[config.mk]
export PLATFORM = sky130hd
export DESIGN_NAME = vcfg_unit
export DESIGN_NICKNAME = d
export VERILOG_FILES = /design/src/rtl/vcfg_unit_pkg.sv /design/src/rtl/vcfg_unit_vlmax_calc.sv /design/src/rtl/vcfg_unit.sv
export SDC_FILE = /design/constraint.sdc
export NUM_CORES = 1
export LEC_CHECK = 0
export BUFFER_PORTS_ARGS = -buffer_cell sky130_fd_sc_hd__buf_4
export CAP_MARGIN = 20
export CORE_MARGIN = 2
export CORE_UTILIZATION = 30
export CTS_CLUSTER_SIZE = 14
export DETAILED_ROUTE_END_ITERATION = 16
export SYNTH_ARGS = -nofsm -noshare
export SYNTH_HDL_FRONTEND = slang
export SYNTH_SLANG_ARGS = --single-unit
[constraint.sdc]
create_clock -name clk -period 11.4 [get_ports clk]
set_input_delay 2.85 -clock clk [delete_from_list [all_inputs] [get_ports clk]]
set_output_delay 2.85 -clock clk [all_outputs]
set_load 0.02 [all_outputs]
[src/rtl/vcfg_unit_pkg.sv]
// Shared encodings for the vector-configuration unit: opcode fields, vtype layout,
// FSM states and the instruction-form decoder used at accept time.
package vcfg_unit_pkg;

    localparam logic [6:0] VR_FORMAT = 7'b1010111;
    localparam logic [2:0] VC_FORMAT = 3'b111;

    localparam int VTYPE_VLMUL_LSB = 0;
    localparam int VTYPE_VSEW_LSB  = 3;
    localparam int VTYPE_VTA_BIT   = 6;
    localparam int VTYPE_VMA_BIT   = 7;
    localparam int VTYPE_RSVD_LSB  = 8;

    localparam logic [2:0] VLMUL_RSVD = 3'b100;

    typedef enum logic [1:0] {
        ST_IDLE   = 2'd0,
        ST_CALC   = 2'd1,
        ST_DRAIN  = 2'd2,
        ST_COMMIT = 2'd3
    } vcfgState_t;

    typedef enum logic [1:0] {
        FORM_NONE     = 2'd0,
        FORM_VSETVLI  = 2'd1,
        FORM_VSETIVLI = 2'd2,
        FORM_VSETVL   = 2'd3
    } vcfgForm_t;

    // Encodings outside the three vset* forms map to FORM_NONE and are never accepted.
    function automatic vcfgForm_t decodeForm(input logic [31:0] instr);
        vcfgForm_t form;
        form = FORM_NONE;
        if (instr[6:0] == VR_FORMAT && instr[14:12] == VC_FORMAT) begin
            if (!instr[31]) begin
                form = FORM_VSETVLI;
            end else if (instr[30]) begin
                form = FORM_VSETIVLI;
            end else if (instr[29:25] == 5'b00000) begin
                form = FORM_VSETVL;
            end
        end
        return form;
    endfunction

endpackage

[src/rtl/vcfg_unit_vlmax_calc.sv]
// Combinational VLMAX and vtype legality: VLMAX = (VLEN/SEW)*LMUL built purely from shifts.
module vcfg_unit_vlmax_calc
    import vcfg_unit_pkg::*;
#(
    parameter int VLEN = 128,
    parameter int ELEN = 64,
    parameter int VL_W = $clog2(VLEN + 1)
) (
    input  logic [2:0]      i_vsew,
    input  logic [2:0]      i_vlmul,
    input  logic            i_rsvd,
    output logic [VL_W-1:0] o_vlmax,
    output logic            o_legal
);

    localparam logic [3:0] ELEN_LOG2 = 4'($clog2(ELEN));

    logic [3:0]  w_sewLog2;
    logic [2:0]  w_fracShift;
    logic        w_frac;
    logic [31:0] w_base;
    logic [31:0] w_scaled;
    logic        w_sewBad;
    logic        w_lmulBad;

    // Fractional LMUL 1/2^k is encoded as 8-k, so the right-shift amount is -vlmul mod 8.
    always_comb begin
        w_sewLog2   = 4'd3 + {1'b0, i_vsew};
        w_frac      = i_vlmul[2] & (i_vlmul[1:0] != 2'b00);
        w_fracShift = 3'd0 - i_vlmul;
        w_base      = 32'(VLEN) >> w_sewLog2;
        w_scaled    = w_frac ? (w_base >> w_fracShift) : (w_base << i_vlmul[1:0]);
        w_sewBad    = i_vsew[2] | (w_sewLog2 > ELEN_LOG2);
        w_lmulBad   = (i_vlmul == VLMUL_RSVD)
                    | (w_frac & ((({1'b0, w_sewLog2} + {2'b00, w_fracShift}) > {1'b0, ELEN_LOG2})
                                 | (w_scaled == 32'd0)));
        o_legal     = ~i_rsvd & ~w_sewBad & ~w_lmulBad;
        o_vlmax     = o_legal ? w_scaled[VL_W-1:0] : '0;
    end

endmodule

[src/rtl/vcfg_unit.sv]
// Sequential vset{i}vl{i} unit: captures operands, computes vl/vtype, waits for the vector
// pipe to drain, then writes vl back to rd and updates the vl/vtype CSRs.
module vcfg_unit
    import vcfg_unit_pkg::*;
#(
    parameter int XLEN = 32,
    parameter int VLEN = 128,
    parameter int ELEN = 64,
    localparam int VL_W = $clog2(VLEN + 1)
) (
    input  logic            clk,
    input  logic            rst_n,
    input  logic            in_valid,
    output logic            in_ready,
    input  logic [31:0]     in_instr,
    input  logic [XLEN-1:0] in_rs1_data,
    input  logic [XLEN-1:0] in_rs2_data,
    input  logic            vec_busy,
    output logic            wb_valid,
    output logic [4:0]      wb_rd,
    output logic [XLEN-1:0] wb_data,
    output logic [VL_W-1:0] csr_vl,
    output logic [2:0]      csr_vsew,
    output logic [2:0]      csr_vlmul,
    output logic            csr_vta,
    output logic            csr_vma,
    output logic            csr_vill,
    output logic [VL_W-1:0] csr_vlmax
);

    vcfgState_t      r_state;
    vcfgForm_t       r_form;
    logic [XLEN-1:0] r_vtype;
    logic [XLEN-1:0] r_rs1Data;
    logic [4:0]      r_rs1Idx;
    logic [4:0]      r_rd;
    logic            r_inReady;
    logic            r_wbValid;

    logic [VL_W-1:0] r_newVl;
    logic [VL_W-1:0] r_newVlmax;
    logic [2:0]      r_newVsew;
    logic [2:0]      r_newVlmul;
    logic            r_newVta;
    logic            r_newVma;
    logic            r_newVill;

    logic [VL_W-1:0] r_vl;
    logic [VL_W-1:0] r_vlmax;
    logic [2:0]      r_vsew;
    logic [2:0]      r_vlmul;
    logic            r_vta;
    logic            r_vma;
    logic            r_vill;

    vcfgForm_t       w_inForm;
    logic [XLEN-1:0] w_inVtype;
    logic            w_rsvd;
    logic            w_unusedVtypeMsb;
    logic [VL_W-1:0] w_vlmax;
    logic            w_typeLegal;
    logic            w_keepVl;
    logic [XLEN-1:0] w_avl;
    logic            w_legal;
    logic [VL_W-1:0] w_newVl;

    assign w_inForm = decodeForm(in_instr);

    always_comb begin
        w_inVtype = '0;
        case (w_inForm)
            FORM_VSETVLI:  w_inVtype = XLEN'(in_instr[30:20]);
            FORM_VSETIVLI: w_inVtype = XLEN'(in_instr[29:20]);
            FORM_VSETVL:   w_inVtype = in_rs2_data;
            default:       w_inVtype = '0;
        endcase
    end

    // The top vtype bit is the vill position; a value written through rs2 there is ignored.
    assign w_rsvd           = |r_vtype[XLEN-2:VTYPE_RSVD_LSB];
    assign w_unusedVtypeMsb = r_vtype[XLEN-1];

    vcfg_unit_vlmax_calc #(
        .VLEN (VLEN),
        .ELEN (ELEN),
        .VL_W (VL_W)
    ) u_vlmaxCalc (
        .i_vsew  (r_vtype[VTYPE_VSEW_LSB+:3]),
        .i_vlmul (r_vtype[VTYPE_VLMUL_LSB+:3]),
        .i_rsvd  (w_rsvd),
        .o_vlmax (w_vlmax),
        .o_legal (w_typeLegal)
    );

    // rs1=rd=x0 keeps the current vl, which is only meaningful if VLMAX does not change.
    always_comb begin
        w_keepVl = (r_form != FORM_VSETIVLI) && (r_rs1Idx == 5'd0) && (r_rd == 5'd0);
        if (r_form == FORM_VSETIVLI) begin
            w_avl = XLEN'(r_rs1Idx);
        end else if (r_rs1Idx != 5'd0) begin
            w_avl = r_rs1Data;
        end else begin
            w_avl = '1;
        end
        w_legal = w_typeLegal & ~(w_keepVl & (r_vill | (w_vlmax != r_vlmax)));
        if (!w_legal) begin
            w_newVl = '0;
        end else if (w_keepVl) begin
            w_newVl = r_vl;
        end else if (w_avl >= XLEN'(w_vlmax)) begin
            w_newVl = w_vlmax;
        end else begin
            w_newVl = w_avl[VL_W-1:0];
        end
    end

    always_ff @(posedge clk) begin
        if (!rst_n) begin
            r_state    <= ST_IDLE;
            r_form     <= FORM_NONE;
            r_vtype    <= '0;
            r_rs1Data  <= '0;
            r_rs1Idx   <= '0;
            r_rd       <= '0;
            r_inReady  <= 1'b1;
            r_wbValid  <= 1'b0;
            r_newVl    <= '0;
            r_newVlmax <= '0;
            r_newVsew  <= '0;
            r_newVlmul <= '0;
            r_newVta   <= 1'b0;
            r_newVma   <= 1'b0;
            r_newVill  <= 1'b1;
            r_vl       <= '0;
            r_vlmax    <= '0;
            r_vsew     <= '0;
            r_vlmul    <= '0;
            r_vta      <= 1'b0;
            r_vma      <= 1'b0;
            r_vill     <= 1'b1;
        end else begin
            case (r_state)
                ST_IDLE: begin
                    if (in_valid && w_inForm != FORM_NONE) begin
                        r_form    <= w_inForm;
                        r_vtype   <= w_inVtype;
                        r_rs1Data <= in_rs1_data;
                        r_rs1Idx  <= in_instr[19:15];
                        r_rd      <= in_instr[11:7];
                        r_inReady <= 1'b0;
                        r_state   <= ST_CALC;
                    end
                end
                ST_CALC: begin
                    r_newVl    <= w_newVl;
                    r_newVlmax <= w_vlmax;
                    r_newVsew  <= w_legal ? r_vtype[VTYPE_VSEW_LSB+:3] : 3'd0;
                    r_newVlmul <= w_legal ? r_vtype[VTYPE_VLMUL_LSB+:3] : 3'd0;
                    r_newVta   <= w_legal & r_vtype[VTYPE_VTA_BIT];
                    r_newVma   <= w_legal & r_vtype[VTYPE_VMA_BIT];
                    r_newVill  <= ~w_legal;
                    if (!w_legal) begin
                        r_newVlmax <= '0;
                    end
                    if (vec_busy) begin
                        r_state <= ST_DRAIN;
                    end else begin
                        r_wbValid <= 1'b1;
                        r_state   <= ST_COMMIT;
                    end
                end
                ST_DRAIN: begin
                    if (!vec_busy) begin
                        r_wbValid <= 1'b1;
                        r_state   <= ST_COMMIT;
                    end
                end
                ST_COMMIT: begin
                    r_vl      <= r_newVl;
                    r_vlmax   <= r_newVlmax;
                    r_vsew    <= r_newVsew;
                    r_vlmul   <= r_newVlmul;
                    r_vta     <= r_newVta;
                    r_vma     <= r_newVma;
                    r_vill    <= r_newVill;
                    r_wbValid <= 1'b0;
                    r_inReady <= 1'b1;
                    r_state   <= ST_IDLE;
                end
                default: r_state <= ST_IDLE;
            endcase
        end
    end

    assign in_ready  = r_inReady;
    assign wb_valid  = r_wbValid;
    assign wb_rd     = r_rd;
    assign wb_data   = XLEN'(r_newVl);
    assign csr_vl    = r_vl;
    assign csr_vlmax = r_vlmax;
    assign csr_vsew  = r_vsew;
    assign csr_vlmul = r_vlmul;
    assign csr_vta   = r_vta;
    assign csr_vma   = r_vma;
    assign csr_vill  = r_vill;

endmodule

== Yosys cells after proc, flatten, opt, wreduce, memory -nomap -nowiden ==
Cells that the tools add are included.
Word-level totals
  output and inout bits: 64
  bits of input ports: 100
  flip-flop bits (word level): 129
  logic and storage cells: 106
Cells by class
  add/sub/neg operators: 3
  equal/unequal tests: 15
  reduce and logical (&&, ||, !) cells: 20
  magnitude comparators: 3
  multiplexer cells: 23
  bitwise gates (word level): 17
  shift operators: 3
Operators by type and width (number)
  2-to-1 mux 32 bit: 3
  case mux 31 bit (3 select lines): 1
  2-to-1 mux 8 bit: 5
  greater-or-equal comparator 32 x 8 -> 1 bit: 1
  zero test 32 bit: 1
  left shift 32 x 2 -> 32 bit: 1
  right shift 32 x 3 -> 32 bit: 1
  right shift 8 x 4 -> 32 bit, first input constant: 1
  OR reduction 23 bit: 1
  zero test 5 bit: 3
  2-to-1 mux 2 bit: 6
  == test 2 bit, second input constant: 5
  bitwise AND 1 bit: 8
  != test 2 bit, second input constant: 4
  != test 8 bit: 1
  case mux 2 bit (4 select lines): 1
  AND reduction 2 bit: 4
  nonzero test 2 bit: 4
  == test 7 bit, second input constant: 1
  == test 3 bit, second input constant: 2
  2-to-1 mux 3 bit: 2
  adder 4 x 3 -> 5 bit: 1
  greater-than comparator 5 x 3 -> 1 bit, second input constant: 1
  inverter 1 bit: 5
  11 further kinds: 21

== Longest topological paths before layout ==
Gate-level depths: netlist of the first run.
  depth after elaboration: 17
  mapped depth: 22
  mapped depth without buffers: 19

== Modules after synthesis ==
From an unflattened synthesis of the first run, not the netlist that was laid out.
Unflattened totals
  cells, all modules: 749
  area total of the unflattened synthesis: 6308.6 µm²
By module, submodules not included
  vcfg_unit: cells an instance 665, seq. area each 2582.5 µm², area an instance 5711.7 µm², instances 1
  vcfg_unit_vlmax_calc: cells an instance 84, seq. area each 0.0 µm², area an instance 596.8 µm², instances 1

== Least setup slack after synthesis of the first run ==
Ideal clock, no wire load.
  kind: reg2reg
  start point: register r_vtype[0]
  end point: register r_newVl[5]
  cell stages (with the launch flop): 21
  setup time: 116 ps
  buffers on the path: 3
  data required time: 11284 ps
  arrival: 5191 ps
  clock period less this slack: 5307 ps
  path slack: 6093 ps
  cell sequence: dfxtp_1 clkbuf_1 clkbuf_1 buf_1 inv_1 ha_1 inv_1 ha_1 ha_1 xnor2_1 o21ai_0 or4_4 or4_4 ha_1 nand2_1 o21ai_0 a211oi_1 o211ai_1 mux2i_1 a22o_1 a41o_1
On the way
  longest elaborated chain between the ends: 16
  elaborated cells on any way between the ends: 25
  those cells by class: 2 x add/sub; 2 x order compare; 2 x eq/ne; 2 x shift; 5 x mux; 10 x bitwise; 2 x reduce/logical
RTL lines
  from (decl): RTL line vcfg_unit.sv:33  | logic [XLEN-1:0] r_vtype;
  from (signal assigned): RTL line vcfg_unit.sv:146  | r_vtype <= w_inVtype;
  parallel branches: the longest is 15 deep, another holds greater-or-equal comparator 32 x 8 -> 1 bit
  2-to-1 mux 8 bit (*): RTL line vcfg_unit.sv:106  | if (!w_legal) begin
  to (signal assigned): RTL line vcfg_unit.sv:155  | r_newVl <= w_newVl;
  to (decl): RTL line vcfg_unit.sv:40  | logic [VL_W-1:0] r_newVl;
Every way passes the cells marked *.
A chain may end at the register's enable or synchronous reset.

== Worst setup path in the final report of the first run ==
  start point: register r_vtype[0]
  end point: register r_newVl[2]
Same word-level chain as after synthesis.

==> flow_metrics.py, run 1 <==
metrics = {
    "run_status": {
        "status": "complete, no violations",
    },
    "synth": {
        "warnings_from_yosys": 0,
        "register_bit_count_reported_by_yosys": 129,
        "avg_cell_area_syn_sq_um": 8.60,
        "post_synth_top_flop": "sky130_fd_sc_hd__dfxtp_1",
        "netlist-cell-type-count": 61,
        "synthesized_instance_count": 770,
        "syn_area_sq_um": 6620,
        "yosysSeqAreaShare_pct": 39.0,
        "postSynth.asyncResetShare_pct": 0,
        "count_of_flip_flops_with_a_built_in_enable_after_synthesis": 0,
    },
    "critical_path": {
        "reg2reg_depth": 16,
        "rr_startpoint": "r_vtype[0]",
        "stage_delay_of_the_slowest_cell_on_the_critical_path_ps": 920,
        "timing.rr.end": "r_newVl[2]",
        "critical_path_required_ps": 11700,
        "worstPathArrival_ps": 6160,
        "worstPathCellList": "inv_1 -> ha_1 -> fa_1 -> xnor2_1 -> o21ai_0 -> or4_4 -> or3_1 -> nor2_1 -> inv_1 -> ha_1 -> o211a_1 -> o21ai_0 -> o211ai_1 -> mux2i_1 -> o21ai_0 -> a41o_1",
        "timing.critical_path.to_type": "register",
        "critical_path_peak_fanout": 27,
        "critical-path-top-cell-by-count": "sky130_fd_sc_hd__o21ai_0",
        "timing.critical_path.slowest_stage_cell": "sky130_fd_sc_hd__dfxtp_1",
        "worst_setup_path_start_kind": "register",
        "ff2ff_setup_slack_ps": 5530,
        "critical_path_class": "reg2reg",
    },
    "finish": {
        "final-seq-area_sq_um": 2580,
        "fillerInstances": 2234,
        "finish.net_count": 1008,
        "antennaDiodeCount": 0,
        "area_growth_pct": 26.4,
        "final_cell_count_no_fill": 1175,
        "fraction_of_layout_instances_using_a_drive_strength_above_1_pct": 21.3,
        "multi_input_area_sq_um": 3680,
    },
    "die": {
        "fp.dieH_microns": 153,
        "core_area_sq_um": 21800,
        "design.die.area_sq_um": 23300,
        "initial_util_pct": 30.4,
        "die_width_microns": 153,
        "io_pins": 164,
        "rows": 54,
    },
    "timing": {
        "timing.hold.ws_ps": 454,
        "fin_crit_sh_pct": 51.5,
        "period_needed_ps": 5870,
        "final-setup-viol-count": 0,
        "hold_fails_final_rpt": 0,
        "setup_total_negative_slack_ps": 0,
        "max-slew-margin-rel_pct": 33.7,
        "max_clock_freq_mhz": 170,
        "setup_repair_after_global_routing_missed_its_margin": "no",
        "finalMaxSlewViolations": 0,
        "finalClockSkew_ps": 9.37,
        "worst_pin_slew_ps": 990,
    },
    "placed_design": {
        "detailedPlacementHpwl_microns": 13100,
        "buffer_ports.inserted": 138,
        "dpl.cell_count": 1144,
        "routability_cong": 0.827,
    },
    "cts": {
        "cts.sinks": 129,
        "tritoncts.num_buffers": 17,
        "clk_transition_reported_paths_ps": 50,
        "clock_tree.htree_level_count": 4,
        "postCtsSetupRepairBufs": 0,
        "clock_path_buffers": 2,
        "cts_resized": 0,
        "clock_tree_from_tritoncts": "yes",
        "post_cts_hold_buffer_count": 0,
        "clock_insertion_delay_worst_skew_ps": 410,
        "clock_root_buffer": "sky130_fd_sc_hd__clkbuf_16",
    },
    "pwr": {
        "power.density_cell_area_nw_per_um2": 124,
        "power.switching_fraction_pct": 20.1,
        "combPwrFrac_pct": 5.0,
        "ir_worst_vdd_uv": 80.3,
        "power_frac_seq_pct": 43.6,
        "p_leak_nw": 3.32,
        "clock_power_share_pct": 51.4,
        "switchingPower_mw": 0.209,
        "internal_power_of_the_cells_mw": 0.830,
    },
    "drt": {
        "drt_iter0_markers": 289,
        "routed_via_density": 4.86,
        "final_routed_wirelength_across_all_metal_layers_microns": 17900,
        "drt-wirelength-per-cell_microns": 15.2,
        "route.detailed.drc": 0,
        "drt-pass1-iter-count": 4,
        "ant_nets": 0,
        "via_count": 5710,
    },
    "hold_path": {
        "worstHoldEndpoint": "r_form[0]",
        "hold_depth": 2,
        "hp-class": "reg2reg",
        "min-delay-start": "r_form[0]",
    },
    "global_route": {
        "gr-usage-all-layers_pct": 15.3,
        "via_count_of_the_first_global_routing_pass": 5491,
        "grt_max_degree": 73,
        "grt_overflow": 0,
        "wire_length_of_the_first_global_routing_pass_microns": 28900,
        "antenna_violations_before_repair": 0,
    },
    "flow_run": {
        "max_capacitance_violation_total": 0,
    },
}
==> cells by family (layout without fill, tap and decap cells) <==
group                    Yosys count  after routing  share of synthesized area, %
XOR/XNOR                           5              5                         0.661
AO/OA/AOI/OAI                    163            163                          18.4
AND/OR/NAND/NOR                  303            303                          22.6
other                              1             24                        0.0566
buffers and inverters             96            198                          6.86
adder cells (fa/ha/maj)           25             25                          4.84
flip-flops                       129            129                          39.0
multiplexers                      48             48                          7.60
==> state kept, by name, summed over array words and instances (netlist names) <==
register and count:
wb_rd 5, csr_vma 1, r_newVsew 3, r_rs1Idx 5
r_newVta 1, r_vtype 31, r_newVma 1, r_newVill 1
csr_vta 1, r_form 2, csr_vill 1, csr_vlmul 3
csr_vsew 3, r_rs1Data 32, r_newVlmul 3, r_newVl 8
r_newVlmax 8, r_state 2, in_ready 1, wb_valid 1
csr_vlmax 8, csr_vl 8
==> cells in the final DEF, fill, tap and decap left out, types with 24 or more instances in the layout <==
| master | synthesis | final |
|---|---|---|
| sky130_fd_sc_hd__dfxtp_1 | 129 | 129 |
| sky130_fd_sc_hd__nor2_1 | 34 | 34 |
| sky130_fd_sc_hd__mux2i_1 | 39 | 39 |
| sky130_fd_sc_hd__ha_1 | 24 | 24 |
| sky130_fd_sc_hd__nand2_1 | 136 | 135 |
| sky130_fd_sc_hd__buf_4 | 25 | 145 |
| sky130_fd_sc_hd__nand3_1 | 32 | 32 |
| sky130_fd_sc_hd__a21boi_0 | 65 | 65 |
| sky130_fd_sc_hd__conb_1 | 1 | 24 |
| sky130_fd_sc_hd__nor2b_1 | 31 | 31 |
==> stage by stage <==
stage | setup WS (ps) | util (%) | area [sq um] | total power, mW
floorplan | 6090 | - | 6710 | 0.490
global placement | 5690 | 35.8 | 7780 | 0.514
detailed placement | 5540 | 35.8 | 7780 | 0.515
CTS | 5540 | 38.5 | 8370 | 1.05
global route | 5140 | 38.5 | 8370 | 1.08
finish | 5530 | 38.5 | 8370 | 1.04
==> how the worst max path moves through the flow <==
stage	start	to	slack (ps)	cells past startpoint
3_3_place_gp	r_vtype[0]	r_newVl[6]	5690	16
6_report	r_vtype[0]	r_newVl[2]	5530	16
4_1_cts	r_vtype[0]	r_newVl[6]	5540	16
2_1_floorplan	r_vtype[0]	r_newVl[5]	6090	20
5_1_grt	r_vtype[0]	r_newVl[6]	5140	18
3_5_place_dp	r_vtype[0]	r_newVl[6]	5540	18
==> power groups by stage <==
stage                     logic (mW)  clock network, mW  registers, mW
after floorplan               0.0273                  0          0.463
after global placement        0.0518                  0          0.462
after detailed placement      0.0524                  0          0.462
after CTS                     0.0524              0.547          0.453
after global routing          0.0564              0.572          0.452
final                         0.0522              0.534          0.453
==> cell usage after synthesis (10+ instances only) <==
master / number / share of area (%)
sky130_fd_sc_hd__nor4_1: 16 / 1.5
sky130_fd_sc_hd__mux2i_1: 39 / 5.9
sky130_fd_sc_hd__nand2_1: 136 / 7.7
sky130_fd_sc_hd__nand3_1: 32 / 2.4
sky130_fd_sc_hd__nor3b_1: 11 / 1.2
sky130_fd_sc_hd__a21boi_0: 65 / 7.4
sky130_fd_sc_hd__a21oi_1: 13 / 0.98
sky130_fd_sc_hd__o21ai_0: 21 / 1.6
sky130_fd_sc_hd__clkbuf_1: 45 / 2.6
sky130_fd_sc_hd__nor2b_1: 31 / 2.9
sky130_fd_sc_hd__a22o_1: 10 / 1.3
sky130_fd_sc_hd__nor2_1: 34 / 1.9
sky130_fd_sc_hd__dfxtp_1: 129 / 39
sky130_fd_sc_hd__ha_1: 24 / 4.5
sky130_fd_sc_hd__buf_4: 25 / 2.8
sky130_fd_sc_hd__inv_1: 22 / 1.2
==> area by class of cell <==
type | instances | share of cell area [%]
multi-input cells | 568 | 44.0
inverters | 22 | 0.987
repair buffers | 145 | 13.0
well taps | 280 | 4.19
clock buffers | 26 | 6.09
flip-flops and latches | 129 | 30.9
clock inverters | 5 | 0.897
==> worst max-delay path, delay by kind of cell (launching register included) <==
| kind | cells | cell delay (ps) |
|---|---|---|
| XOR/XNOR | 1 | 160 |
| flip-flops | 1 | 920 |
| AND/OR/NAND/NOR | 3 | 1340 |
| adder cells (fa/ha/maj) | 3 | 1290 |
| multiplexers | 1 | 350 |
| AO/OA/AOI/OAI | 6 | 1490 |
| buffers and inverters | 2 | 230 |
==> routing by layer <==
metal	vias to the layer above	part of all wire [%]	track usage [%]
li1	2899	-	-
met1	2657	46	20.1
met2	142	45	23.8
met3	12	7.5	5.55
met4	0	0.89	4.32
met5	-	0	0
Note: power is estimated with default switching activity, not from simulation.
==> run 2, diff against run 1 <==
- clock period: 11.4 -> 5.2 ns (I/O delays scaled with it)
==> run 2 against run 1 <==
Effect of this change: non-clock buffer count is 10 higher; largest cell class unchanged; die area stayed put; sequential share of layout area is 0.34 points lower; power is 120% higher; worst hold slack hardly changed; global-route usage is 0.72 points higher; cell area is 1.1% higher; clock skew is 1.4 ps higher; first-iteration DRC count is 42% higher; routed wire length is 2.6% higher; sequential power is 120% higher; cell count is 0.94% higher.
==> flow_metrics.py, run 2 (synthesis gave the netlist of run 1 again) <==
metrics = {
    "drt": {
        "ant_nets": 0,
        "via_count": 5722,
        "met2_wirelength_from_detailed_routing_microns": 8510,
        "drt-wirelength-per-cell_microns": 15.5,
        "final_routed_wirelength_across_all_metal_layers_microns": 18400,
        "highest-signal-layer": "met5",
        "routed_via_density": 4.82,
        "drt-pass1-iter-count": 5,
        "route.detailed.drc": 0,
        "m1WireLength_microns": 8330,
        "met3WireLength_microns": 1340,
        "drt_iter0_markers": 409,
    },
    "hold_path": {
        "hp-class": "reg2reg",
    },
    "global_route": {
        "gr-usage-all-layers_pct": 16.0,
        "grt_max_degree": 89,
        "antenna_violations_before_repair": 1,
        "grt_overflow": 0,
        "wire_length_of_the_first_global_routing_pass_microns": 30000,
        "via_count_of_the_first_global_routing_pass": 5687,
    },
    "timing": {
        "hold_fails_final_rpt": 0,
        "final-setup-viol-count": 0,
        "finalClockSkew_ps": 10.7,
        "max-slew-margin-rel_pct": 44.2,
        "max_clock_freq_mhz": 214,
        "fin_crit_sh_pct": 89.9,
        "timing.hold.ws_ps": 454,
        "worst_pin_slew_ps": 827,
        "setup_repair_after_global_routing_missed_its_margin": "no",
        "setup_total_negative_slack_ps": 0,
        "period_needed_ps": 4670,
        "finalMaxSlewViolations": 0,
    },
    "pwr": {
        "power_frac_seq_pct": 43.0,
        "total_power_of_the_final_layout_mw": 2.30,
        "power.density_cell_area_nw_per_um2": 272,
        "p_leak_nw": 3.38,
        "power.switching_fraction_pct": 21.0,
        "clock_power_share_pct": 51.9,
        "ir_worst_vdd_uv": 210,
        "switchingPower_mw": 0.484,
        "combPwrFrac_pct": 5.0,
        "internal_power_of_the_cells_mw": 1.82,
    },
    "cts": {
        "cts.sinks": 129,
        "clock_root_buffer": "sky130_fd_sc_hd__clkbuf_16",
        "cts_resized": 0,
        "clk_transition_reported_paths_ps": 60,
        "clock_tree_from_tritoncts": "yes",
        "clock_path_buffers": 2,
        "post_cts_hold_buffer_count": 0,
        "tritoncts.num_buffers": 17,
        "clock_insertion_delay_worst_skew_ps": 420,
        "clock_tree.htree_level_count": 4,
        "postCtsSetupRepairBufs": 0,
    },
    "die": {
        "die_width_microns": 153,
        "design.die.area_sq_um": 23300,
        "core_area_sq_um": 21800,
        "fp.dieH_microns": 153,
        "initial_util_pct": 30.4,
        "io_pins": 164,
        "rows": 54,
    },
    "finish": {
        "most-common-layout-cells": "sky130_fd_sc_hd__buf_4, sky130_fd_sc_hd__nand2_1, sky130_fd_sc_hd__dfxtp_1, sky130_fd_sc_hd__a21boi_0, sky130_fd_sc_hd__mux2i_1",
        "area_growth_pct": 27.8,
        "antennaDiodeCount": 0,
        "final_core_util_pct": 38.9,
        "final_cell_count_no_fill": 1186,
        "fraction_of_layout_instances_using_a_drive_strength_above_1_pct": 22.6,
        "most_flops_register": "r_rs1Data",
        "largest_register_ffs": 32,
        "mostFrequentLayoutCell": "sky130_fd_sc_hd__buf_4",
        "reg.largest.list": "r_rs1Data: 32 flops, r_vtype: 31 flops",
        "finish.net_count": 1018,
    },
    "critical_path": {
        "stage_delay_of_the_slowest_cell_on_the_critical_path_ps": 580,
        "worstPathArrival_ps": 4990,
        "critical_path_peak_fanout": 9,
        "timing.critical_path.slowest_stage_cell": "sky130_fd_sc_hd__or4_4",
        "critical_path.top_delay_family": "simple AND/OR/NAND/NOR gates",
        "worstPathCellList": "inv_1 -> ha_1 -> inv_1 -> fa_1 -> xnor2_1 -> o21ai_0 -> or4_4 -> or4_4 -> ha_1 -> a21oi_1 -> o21ai_0 -> a211oi_1 -> o211ai_1 -> buf_4 -> mux2i_1 -> a22o_1 -> a41o_1",
        "critical_path_required_ps": 5510,
        "timing.critical_path.to_type": "register",
        "count_of_buffering_cells_on_the_critical_path_with_inverters_included": 3,
        "critical_path_class": "reg2reg",
        "worst_setup_path_start_kind": "register",
    },
    "placed_design": {
        "dpl.cell_count": 1154,
        "detailedPlacementHpwl_microns": 13500,
        "routability_cong": 0.832,
        "buffer_ports.inserted": 138,
    },
    "run_status": {
        "status": "complete, no violations",
    },
    "flow_run": {
        "max_capacitance_violation_total": 0,
    },
}
-- run 2: cell count changes in the layout (fill, tap and decap cells not counted) --
cell,change
sky130_fd_sc_hd__buf_4,+10
sky130_fd_sc_hd__clkbuf_1,-3
sky130_fd_sc_hd__clkinv_2,+1
sky130_fd_sc_hd__clkinv_4,+1
sky130_fd_sc_hd__clkinvlp_4,+2
-- run 2: power by group through the flow --
stage / registers, mW / logic, mW / clock network (mW)
6_report: 0.992 / 0.116 / 1.20
5_1_grt: 0.992 / 0.126 / 1.27
4_1_cts: 0.992 / 0.117 / 1.23
3_5_place_dp: 1.01 / 0.117 / 0
3_3_place_gp: 1.01 / 0.116 / 0
2_1_floorplan: 1.01 / 0.0599 / 0
-- run 2: worst register-to-register path, delay by kind of cell (launching register included) --
family | cells | cell delay, ps
muxes | 1 | 130
buffers and inverters | 3 | 440
xor gates and xnor gates | 1 | 170
adders and majority gates | 3 | 1090
DFF | 1 | 450
and+or+nand+nor | 2 | 1160
AOI/OAI and AO/OA | 7 | 1120
-- run 2: path summary, 6_finish.rpt --
| check | startpoint | endpoint | slack, ps | cells past startpoint |
|---|---|---|---|---|
| worst min-delay path | r_newVlmax[0] | r_newVlmax[0] | 450 | 2 |
| worst min register to register | r_newVlmax[0] | r_newVlmax[0] | 450 | 2 |
| worst max-delay path | r_vtype[3] | r_newVl[5] | 530 | 17 |
| worst max register to register | r_vtype[3] | r_newVl[5] | 530 | 17 |
-- run 2: cell type report --
type                       count  area, sq um
clock buffer                  23          498
clock inverter                 9          104
fill                        2268        13300
inverter                      22         82.6
multi-input combinational    568         3680
sequential                   129         2580
tap                          280          350
timing repair buffer         155         1160
-- run 2: metal layers --
layer,global-route usage (%),up-vias
li1,-,2912
met1,20.0,2631
met2,26.5,159
met4,4.14,2
met3,5.55,18
met5,0,-
-- run 2: stage by stage --
| step | setup slack (ps) | cell area (sq um) |
|---|---|---|
| detailed placement | 536 | 7860 |
| global route | 267 | 8460 |
| CTS | 533 | 8460 |
| floorplan | 79.6 | 6710 |
| finish | 526 | 8460 |
| global placement | 633 | 7860 |
